`config.mk`:
```
export PLATFORM = sky130hd
export DESIGN_NAME = rr_arbiter
export DESIGN_NICKNAME = d
export VERILOG_FILES = /design/src/rtl/rr_arbiter_pkg.sv /design/src/rtl/rr_arbiter_prio_enc.sv /design/src/rtl/rr_arbiter.sv
export SDC_FILE = /design/constraint.sdc
export NUM_CORES = 1
export LEC_CHECK = 0
export CORE_UTILIZATION = 55
export CTS_BUF_LIST = sky130_fd_sc_hd__clkbuf_8
export DETAILED_ROUTE_END_ITERATION = 8
export PLACE_DENSITY = 0.87
export SLEW_MARGIN = 10
export SYNTH_ARGS = -nofsm -noshare
export SYNTH_HDL_FRONTEND = slang
export SYNTH_SLANG_ARGS = --single-unit
```
`constraint.sdc`:
```
create_clock -name clk -period 3.8 [get_ports clk]
set_input_delay 0.76 -clock clk [delete_from_list [all_inputs] [get_ports clk]]
set_output_delay 0.76 -clock clk [all_outputs]
set_load 0.01 [all_outputs]
```
`src/rtl/rr_arbiter_pkg.sv`:
```
// Shared definitions for the round-robin arbiter: FSM state encoding and a
// constant-width helper usable in parameter defaults.
package rr_arbiter_pkg;

    typedef enum logic {
        IDLE = 1'b0,
        BUSY = 1'b1
    } state_t;

    function automatic int clog2(input int value);
        int r;
        r = 0;
        while ((1 << r) < value) begin
            r = r + 1;
        end
        return r;
    endfunction

endpackage

```
`src/rtl/rr_arbiter_prio_enc.sv`:
```
// Priority encoder, highest set bit wins; valid flags any bit set.
// Purely combinational.
module prio_enc
    import rr_arbiter_pkg::*;
#(
    parameter int N = 8,
    parameter int W = clog2(N)
) (
    input  logic [N-1:0] in,
    output logic [W-1:0] out,
    output logic         valid
);

    // Ascending scan: the last set bit seen is the most significant one.
    always_comb begin
        out   = '0;
        valid = 1'b0;
        for (int i = 0; i < N; i++) begin
            if (in[i]) begin
                out   = W'(i);
                valid = 1'b1;
            end
        end
    end

endmodule

```
`src/rtl/rr_arbiter.sv`:
```
// Round-robin arbiter: one-hot registered grant held until done, owner drop or
// hold timeout; one-cycle grant latency and a dead cycle between grants.
module rr_arbiter
    import rr_arbiter_pkg::*;
#(
    parameter int N        = 8,
    parameter int W        = clog2(N),
    parameter int MAX_HOLD = 16
) (
    input  logic         clk,
    input  logic         rst_n,
    input  logic [N-1:0] req,
    input  logic         done,
    output logic [N-1:0] grant,
    output logic [W-1:0] grant_id,
    output logic         grant_valid,
    output logic         timeout
);

    localparam int HW = (MAX_HOLD > 1) ? clog2(MAX_HOLD) : 1;
    localparam logic [HW-1:0] HOLD_LAST = HW'((MAX_HOLD == 0) ? 0 : MAX_HOLD - 1);
    localparam logic [HW-1:0] HOLD_SAT  = '1;

    state_t         state, state_nxt;
    logic [W-1:0]   last_id, last_id_nxt;
    logic [HW-1:0]  hold_cnt, hold_cnt_nxt;
    logic [N-1:0]   grant_nxt;
    logic [W-1:0]   grant_id_nxt;
    logic           grant_valid_nxt;
    logic           timeout_nxt;

    logic [N-1:0]   mask;
    logic [W-1:0]   masked_id, full_id, win_id;
    logic           masked_vld, any_req;
    logic           hold_hit;

    always_comb begin
        mask = '0;
        for (int i = 0; i < N; i++) begin
            mask[i] = (W'(i) < last_id);
        end
    end

    prio_enc #(.N(N), .W(W)) u_enc_masked (
        .in    (req & mask),
        .out   (masked_id),
        .valid (masked_vld)
    );

    prio_enc #(.N(N), .W(W)) u_enc_full (
        .in    (req),
        .out   (full_id),
        .valid (any_req)
    );

    // Requests below the previous winner go first; otherwise wrap to the top.
    assign win_id   = masked_vld ? masked_id : full_id;
    assign hold_hit = (MAX_HOLD != 0) && (hold_cnt == HOLD_LAST);

    always_comb begin
        state_nxt       = state;
        last_id_nxt     = last_id;
        hold_cnt_nxt    = hold_cnt;
        grant_nxt       = grant;
        grant_id_nxt    = grant_id;
        grant_valid_nxt = grant_valid;
        timeout_nxt     = 1'b0;
        case (state)
            IDLE: begin
                if (any_req) begin
                    state_nxt       = BUSY;
                    grant_nxt       = N'(1) << win_id;
                    grant_id_nxt    = win_id;
                    last_id_nxt     = win_id;
                    grant_valid_nxt = 1'b1;
                    hold_cnt_nxt    = '0;
                end
            end
            BUSY: begin
                if (done || !req[grant_id] || hold_hit) begin
                    state_nxt       = IDLE;
                    grant_nxt       = '0;
                    grant_valid_nxt = 1'b0;
                    timeout_nxt     = hold_hit;
                end else if (hold_cnt != HOLD_SAT) begin
                    hold_cnt_nxt = hold_cnt + 1'b1;
                end
            end
            default: state_nxt = IDLE;
        endcase
    end

    always_ff @(posedge clk or negedge rst_n) begin
        if (!rst_n) begin
            state       <= IDLE;
            last_id     <= '0;
            hold_cnt    <= '0;
            grant       <= '0;
            grant_id    <= '0;
            grant_valid <= 1'b0;
            timeout     <= 1'b0;
        end else begin
            state       <= state_nxt;
            last_id     <= last_id_nxt;
            hold_cnt    <= hold_cnt_nxt;
            grant       <= grant_nxt;
            grant_id    <= grant_id_nxt;
            grant_valid <= grant_valid_nxt;
            timeout     <= timeout_nxt;
        end
    end

endmodule
```
==> results.json, run 1 <==
{
  "fmax_ghz": 0.385,
  "finalCriticalPeriod_ns": 2.60,
  "end_kind": "flop",
  "drtIter0Drc": 34,
  "post_cts_buffers": 0,
  "intPower_uw": 584,
  "crit_path_max_incr_delay_ns": 0.54,
  "outcome": "finished, final reports clean",
  "io_pins": 24,
  "cts-root-buf": "clkbuf_8",
  "clkLatencyLatePin_ns": 0.25,
  "core_mm2": 0.00175,
  "maxCapViolCount": 0,
  "grt_overflow_total": 0,
  "synth_area_leader_cell": "dfrtp_1",
  "htreeDepth": 1,
  "synth.distinct_cells": 37,
  "power.switching_uw": 403,
  "hold_violations": 0,
  "ir_worst_vdd_mv": 0.568,
  "max_slew_margin_pct": 47.4,
  "place_hpwl_um": 1660,
  "placed_cell_area_mm2": 0.00126,
  "antenna_found_initial": 0,
  "die_x_um": 45.4,
  "setup_viol": 0,
  "track_usage_pct": 26.0,
  "worstSetupPathType": "primary input to flop",
  "synth_most_common_cell": "dfrtp_1",
  "p_comb_share_pct": 50.8,
  "swShare_pct": 40.8,
  "ys_seq_elements": 18,
  "ys_seq_area_share_pct": 43.5,
  "finalSetupTns_ns": 0,
  "cts.sinks": 18,
  "drtPass1Iterations": 4,
  "dr_wl_met2_um": 1140,
  "power.density_mw_per_mm2": 758,
  "arrival_ns": 2.73,
  "synth_ff_type": "dfrtp_1",
  "drcViolationCount": 0,
  "gp_congestion": 0.863,
  "grt_start_max_net_pins": 19,
  "m1WireLength_um": 1050,
  "syn_area_mm2": 0.00103,
  "yosys-top-cells-area": "dfrtp_1 44%, a32o_1 7.7%, nand3_1 3.9%",
  "clockPowerShare_pct": 13.1,
  "synthTopCellsByCount": "18 x dfrtp_1, 8 x a32o_1, 8 x nand3_1",
  "fin_area_mm2": 0.00130,
  "grt_pass1_wl_um": 3720,
  "routedWlPerCell_um": 16.4,
  "syn_nets": 109,
  "cts_max_path_buffers": 2,
  "drive_above_1_share_pct": 10.1,
  "initial_utilization_pct": 59.3,
  "highest_layer": "met4",
  "cts_buffers": 3,
  "clock_skew_ns": 0.00361,
  "finalCritPeriodShare_pct": 68.3,
  "nets": 133,
  "worstHoldPathType": "flop to flop",
  "worstSetupStartpointType": "primary input",
  "clkSlewWorstSetupHoldPaths_ns": 0.07,
  "rsz0062_at_grt": "no",
  "critPathMaxFanout": 9,
  "synth_cells": 97,
  "diodes": 0,
  "dr_total_vias": 892,
  "dieArea_mm2": 0.00206,
  "slew_viol_final": 0,
  "synth_area_per_cell_um2": 10.7,
  "path_cells": "clkdlybuf4s50_1 > nor4_1 > nand3_1 > nand2_1 > a21oi_1 > a32o_1",
  "die_height_um": 45.4,
  "avgViaCountPerCell": 6.19,
  "antenna_left": 0,
  "cts-resized-gates": 0,
  "totalWireLength_um": 2360,
  "async_reset_ff_share_pct": 100,
  "required_ns": 3.93,
  "cts.hold.buffers_added": 0,
  "io_buffers": 23,
  "netlist.area_leader.share_pct": 43.5,
  "rows": 15,
  "cts_tree": "done",
  "cellLeakagePower_uw": 0.000566,
  "worst_slew_pin_slew_ns": 0.787,
  "r2r_slack_ns": 1.68,
  "p_seq_share_pct": 36.1,
  "first_global_vias": 794,
  "synth-edff-count": 0,
  "area_delta_synth_final_pct": 25.9,
  "synth_warnings": 0,
  "worst_path_max_delay_cell": "clkdlybuf4s50_1",
  "met3_length_um": 100
}
metal layers:
metal  vias to the layer above  global-route usage [%]
li1                        427                       -
met1                       422                    33.8
met2                        35                    40.0
met3                         8                    5.56
met4                         0                    15.2
met5                         -                       0
layout by cell type, fill, tap and decap left out, types with 2 or more instances in the layout:
| master | instances |
|---|---|
| a21oi_1 | 4 |
| nand2_1 | 6 |
| a32o_1 | 8 |
| a31oi_1 | 4 |
| inv_1 | 4 |
| clkdlybuf4s50_1 | 23 |
| nand3_1 | 8 |
| dfrtp_1 | 18 |
| a31o_2 | 2 |
| nand2b_1 | 2 |
| o31ai_1 | 2 |
| a21o_1 | 2 |
| nor2_1 | 6 |
| o211ai_1 | 2 |
| o21ai_0 | 5 |
| clkbuf_8 | 3 |
per-stage QoR:
stage | std cells | hold slack (ns) | total power, µW | util (%) | setup slack, ns
floorplan | 97 | 0.453 | 679 | - | 1.58
global placement | 141 | 0.477 | 842 | 72.3 | 1.03
detailed placement | 141 | 0.480 | 852 | 72.3 | 1.02
CTS | 144 | 0.493 | 986 | 74.6 | 1.24
global route | 144 | 0.495 | 1050 | 74.6 | 1.06
finish | 144 | 0.487 | 987 | 74.6 | 1.20
logic make-up (layout without fill, tap and decap cells):
kind of cell    after synthesis  in the layout  synth area share [%]
buf+inv                       8             30                  4.84
fa+ha+maj                     1              1                  1.21
simple gates                 31             31                  17.1
compound gates               35             35                  26.2
mux                           4              4                  7.13
flops                        18             18                  43.5
flip-flops by register name, indices dropped and copies added, names as in the netlist:
signal       count
hold_cnt         4
last_id          3
state            1
grant            8
timeout          1
grant_valid      1
path summary, 6_finish.rpt:
check                                  from  depth (start not counted)           to
worst max-delay path                 req[6]                          6     grant[6]
worst min-delay path            hold_cnt[3]                          1  hold_cnt[3]
worst max register to register   last_id[1]                          5     grant[6]
worst min register to register  hold_cnt[3]                          1  hold_cnt[3]
max in group asynchronous             rst_n                          1     grant[7]
min in group asynchronous             rst_n                          1  hold_cnt[3]
layout make-up:
cell class / instances / area (µm²)
Multi-Input combinational cell: 71 / 534
Sequential cell: 18 / 450
Fill cell: 128 / 443
Timing Repair Buffer: 23 / 230
Clock buffer: 3 / 41.3
Tap cell: 25 / 31.3
Inverter: 4 / 15.0
critical path, delay by kind of cell:
family	cells	cell delay [ns]
AO/OA/AOI/OAI	2	0.42
buffers and inverters	1	0.54
AND/OR/NAND/NOR	3	1.01
power groups by stage:
stage,Sequential [µW],Clock (µW),Combinational [µW]
after global placement,354,0,489
after CTS,355,129,501
after detailed placement,358,0,494
after global routing,367,140,547
after floorplan,340,0,339
final,357,129,501
Power figures use the tool's default switching activity.
==> run 2, diff against run 1 <==
Settings changed: CORE_UTILIZATION 55 to 46, PLACE_DENSITY 0.87 to 0.77.
Clock period 3.8 ns to 2.3 ns, I/O delays scaled along.
==> results.json, run 2 (synthesis results as in run 1) <==
{
  "slew_viol_final": 0,
  "final_cell_mix": "23 x clkdlybuf4s50_1, 18 x dfrtp_1, 15 x buf_4",
  "grt_start_max_net_pins": 15,
  "totalWireLength_um": 2600,
  "cts-resized-gates": 0,
  "arrival_ns": 2.31,
  "die_height_um": 49.4,
  "power.density_mw_per_mm2": 1230,
  "diodes": 0,
  "maxCapViolCount": 0,
  "dr_wl_met2_um": 1290,
  "placed_cell_area_mm2": 0.00138,
  "nets": 148,
  "worstSetupPathType": "primary input to flop",
  "cts_tree": "done",
  "fmax_ghz": 0.460,
  "gp_congestion": 0.885,
  "drtPass1Iterations": 4,
  "nFillCells": 163,
  "die_x_um": 49.4,
  "first_global_vias": 938,
  "r2r_start": "last_id[1]",
  "track_usage_pct": 22.9,
  "cts.sinks": 18,
  "required_ns": 2.44,
  "grt_overflow_total": 0,
  "cts.hold.buffers_added": 0,
  "crit_path_max_incr_delay_ns": 0.43,
  "finalCriticalPeriod_ns": 2.17,
  "end_kind": "flop",
  "dieArea_mm2": 0.00244,
  "outcome": "finished, final reports clean",
  "dp_slack_ns": -0.0312,
  "routedWlPerCell_um": 16.0,
  "fin_area_mm2": 0.00143,
  "grt_pass1_wl_um": 4270,
  "largest_reg_flops": 8,
  "clkSlewWorstSetupHoldPaths_ns": 0.07,
  "power_uw": 1770,
  "hold_violations": 0,
  "critPathMaxFanout": 6,
  "cp_common_cell": "buf_4",
  "cellLeakagePower_uw": 0.000644,
  "m1WireLength_um": 1120,
  "final_cells": 162,
  "htreeDepth": 1,
  "met3_length_um": 151,
  "drcViolationCount": 0,
  "setup_viol": 0,
  "dr_total_vias": 971,
  "rsz0062_at_grt": "no",
  "area_delta_synth_final_pct": 38.3,
  "worst_slew_pin_slew_ns": 0.549,
  "worst_path_max_delay_cell": "clkdlybuf4s50_1",
  "final_common_cell": "clkdlybuf4s50_1",
  "reg_top3": "grant x8, hold_cnt x4, last_id x3",
  "cts_max_path_buffers": 2,
  "worstHoldPathType": "primary input to asynchronous set/reset pin",
  "fin_worst_hold_slack_ns": 0.501,
  "antenna_found_initial": 0,
  "ir_worst_vdd_mv": 0.965,
  "antenna_left": 0,
  "timing.final.ws_setup_ns": 0.127,
  "rows": 16,
  "r2r_slack_ns": 0.36,
  "max_slew_margin_pct": 63.0,
  "drtIter0Drc": 35,
  "place_hpwl_um": 1890,
  "avgViaCountPerCell": 5.99,
  "io_pins": 24,
  "drive_above_1_share_pct": 20.7,
  "place_inst": 158,
  "core_mm2": 0.00204,
  "clkLatencyLatePin_ns": 0.25,
  "clock_skew_ns": 0.00593,
  "highest_layer": "met4",
  "cts-root-buf": "clkbuf_8",
  "path_cells": "clkdlybuf4s50_1 > buf_4 > nor4_1 > buf_4 > a31oi_1 > and3_1 > a32o_1",
  "worstSetupStartpointType": "primary input",
  "post_cts_buffers": 0,
  "top_register": "grant",
  "cts_buffers": 3,
  "io_buffers": 23,
  "worst-r2r-cell-count": 5,
  "r2r-end": "grant[7]",
  "finalCritPeriodShare_pct": 94.5,
  "initial_utilization_pct": 50.7
}
==> run 2: cell count changes in the layout (fill, tap and decap cells not counted) <==
cell      previous run  this run
buf_4                0        15
clkbuf_8             3         4
==> run 2: stage by stage <==
stage	TNS (ns)	util (%)
after floorplan	0	-
after global placement	0	67.4
after detailed placement	-0.201	67.4
after CTS	0	70.1
after global routing	0	70.1
final	0	70.1
==> run 2: report_power, final <==
part	total, µW	internal [µW]	switching, µW
Clock	254	152	102
Sequential	577	430	147
Combinational	936	487	449
==> run 2: layout make-up <==
cell class	count	area (µm²)	share of cell area, %
Sequential cell	18	450	31.5
Inverter	4	15.0	1.05
Clock buffer	4	55.1	3.85
Timing Repair Buffer	38	343	24.0
Multi-Input combinational cell	71	534	37.3
Tap cell	27	33.8	2.36
==> run 2: worst max path at each step <==
stage | startpoint | endpoint | slack [ns] | cells past startpoint
global placement | req[2] | grant[5] | 0.03 | 6
finish | req[4] | grant[0] | 0.13 | 7
global route | req[2] | grant[7] | 0.06 | 7
CTS | req[4] | grant[0] | 0.19 | 7
floorplan | req[6] | grant[0] | 0.38 | 6
detailed placement | req[2] | grant[6] | -0.03 | 6
==> run 2: critical path: cells and delay by family <==
kind / cells / cell delay [ns]
and+or+nand+nor: 2 / 0.65
buffers and inverters: 3 / 0.81
AOI/OAI and AO/OA: 2 / 0.38
==> run 2: metal layers <==
layer  vias to the layer above  track usage [%]
li1                        458                -
met1                       468             27.7
met2                        41             40.4
met3                         4             4.67
met4                         0             7.14
met5                         -                0
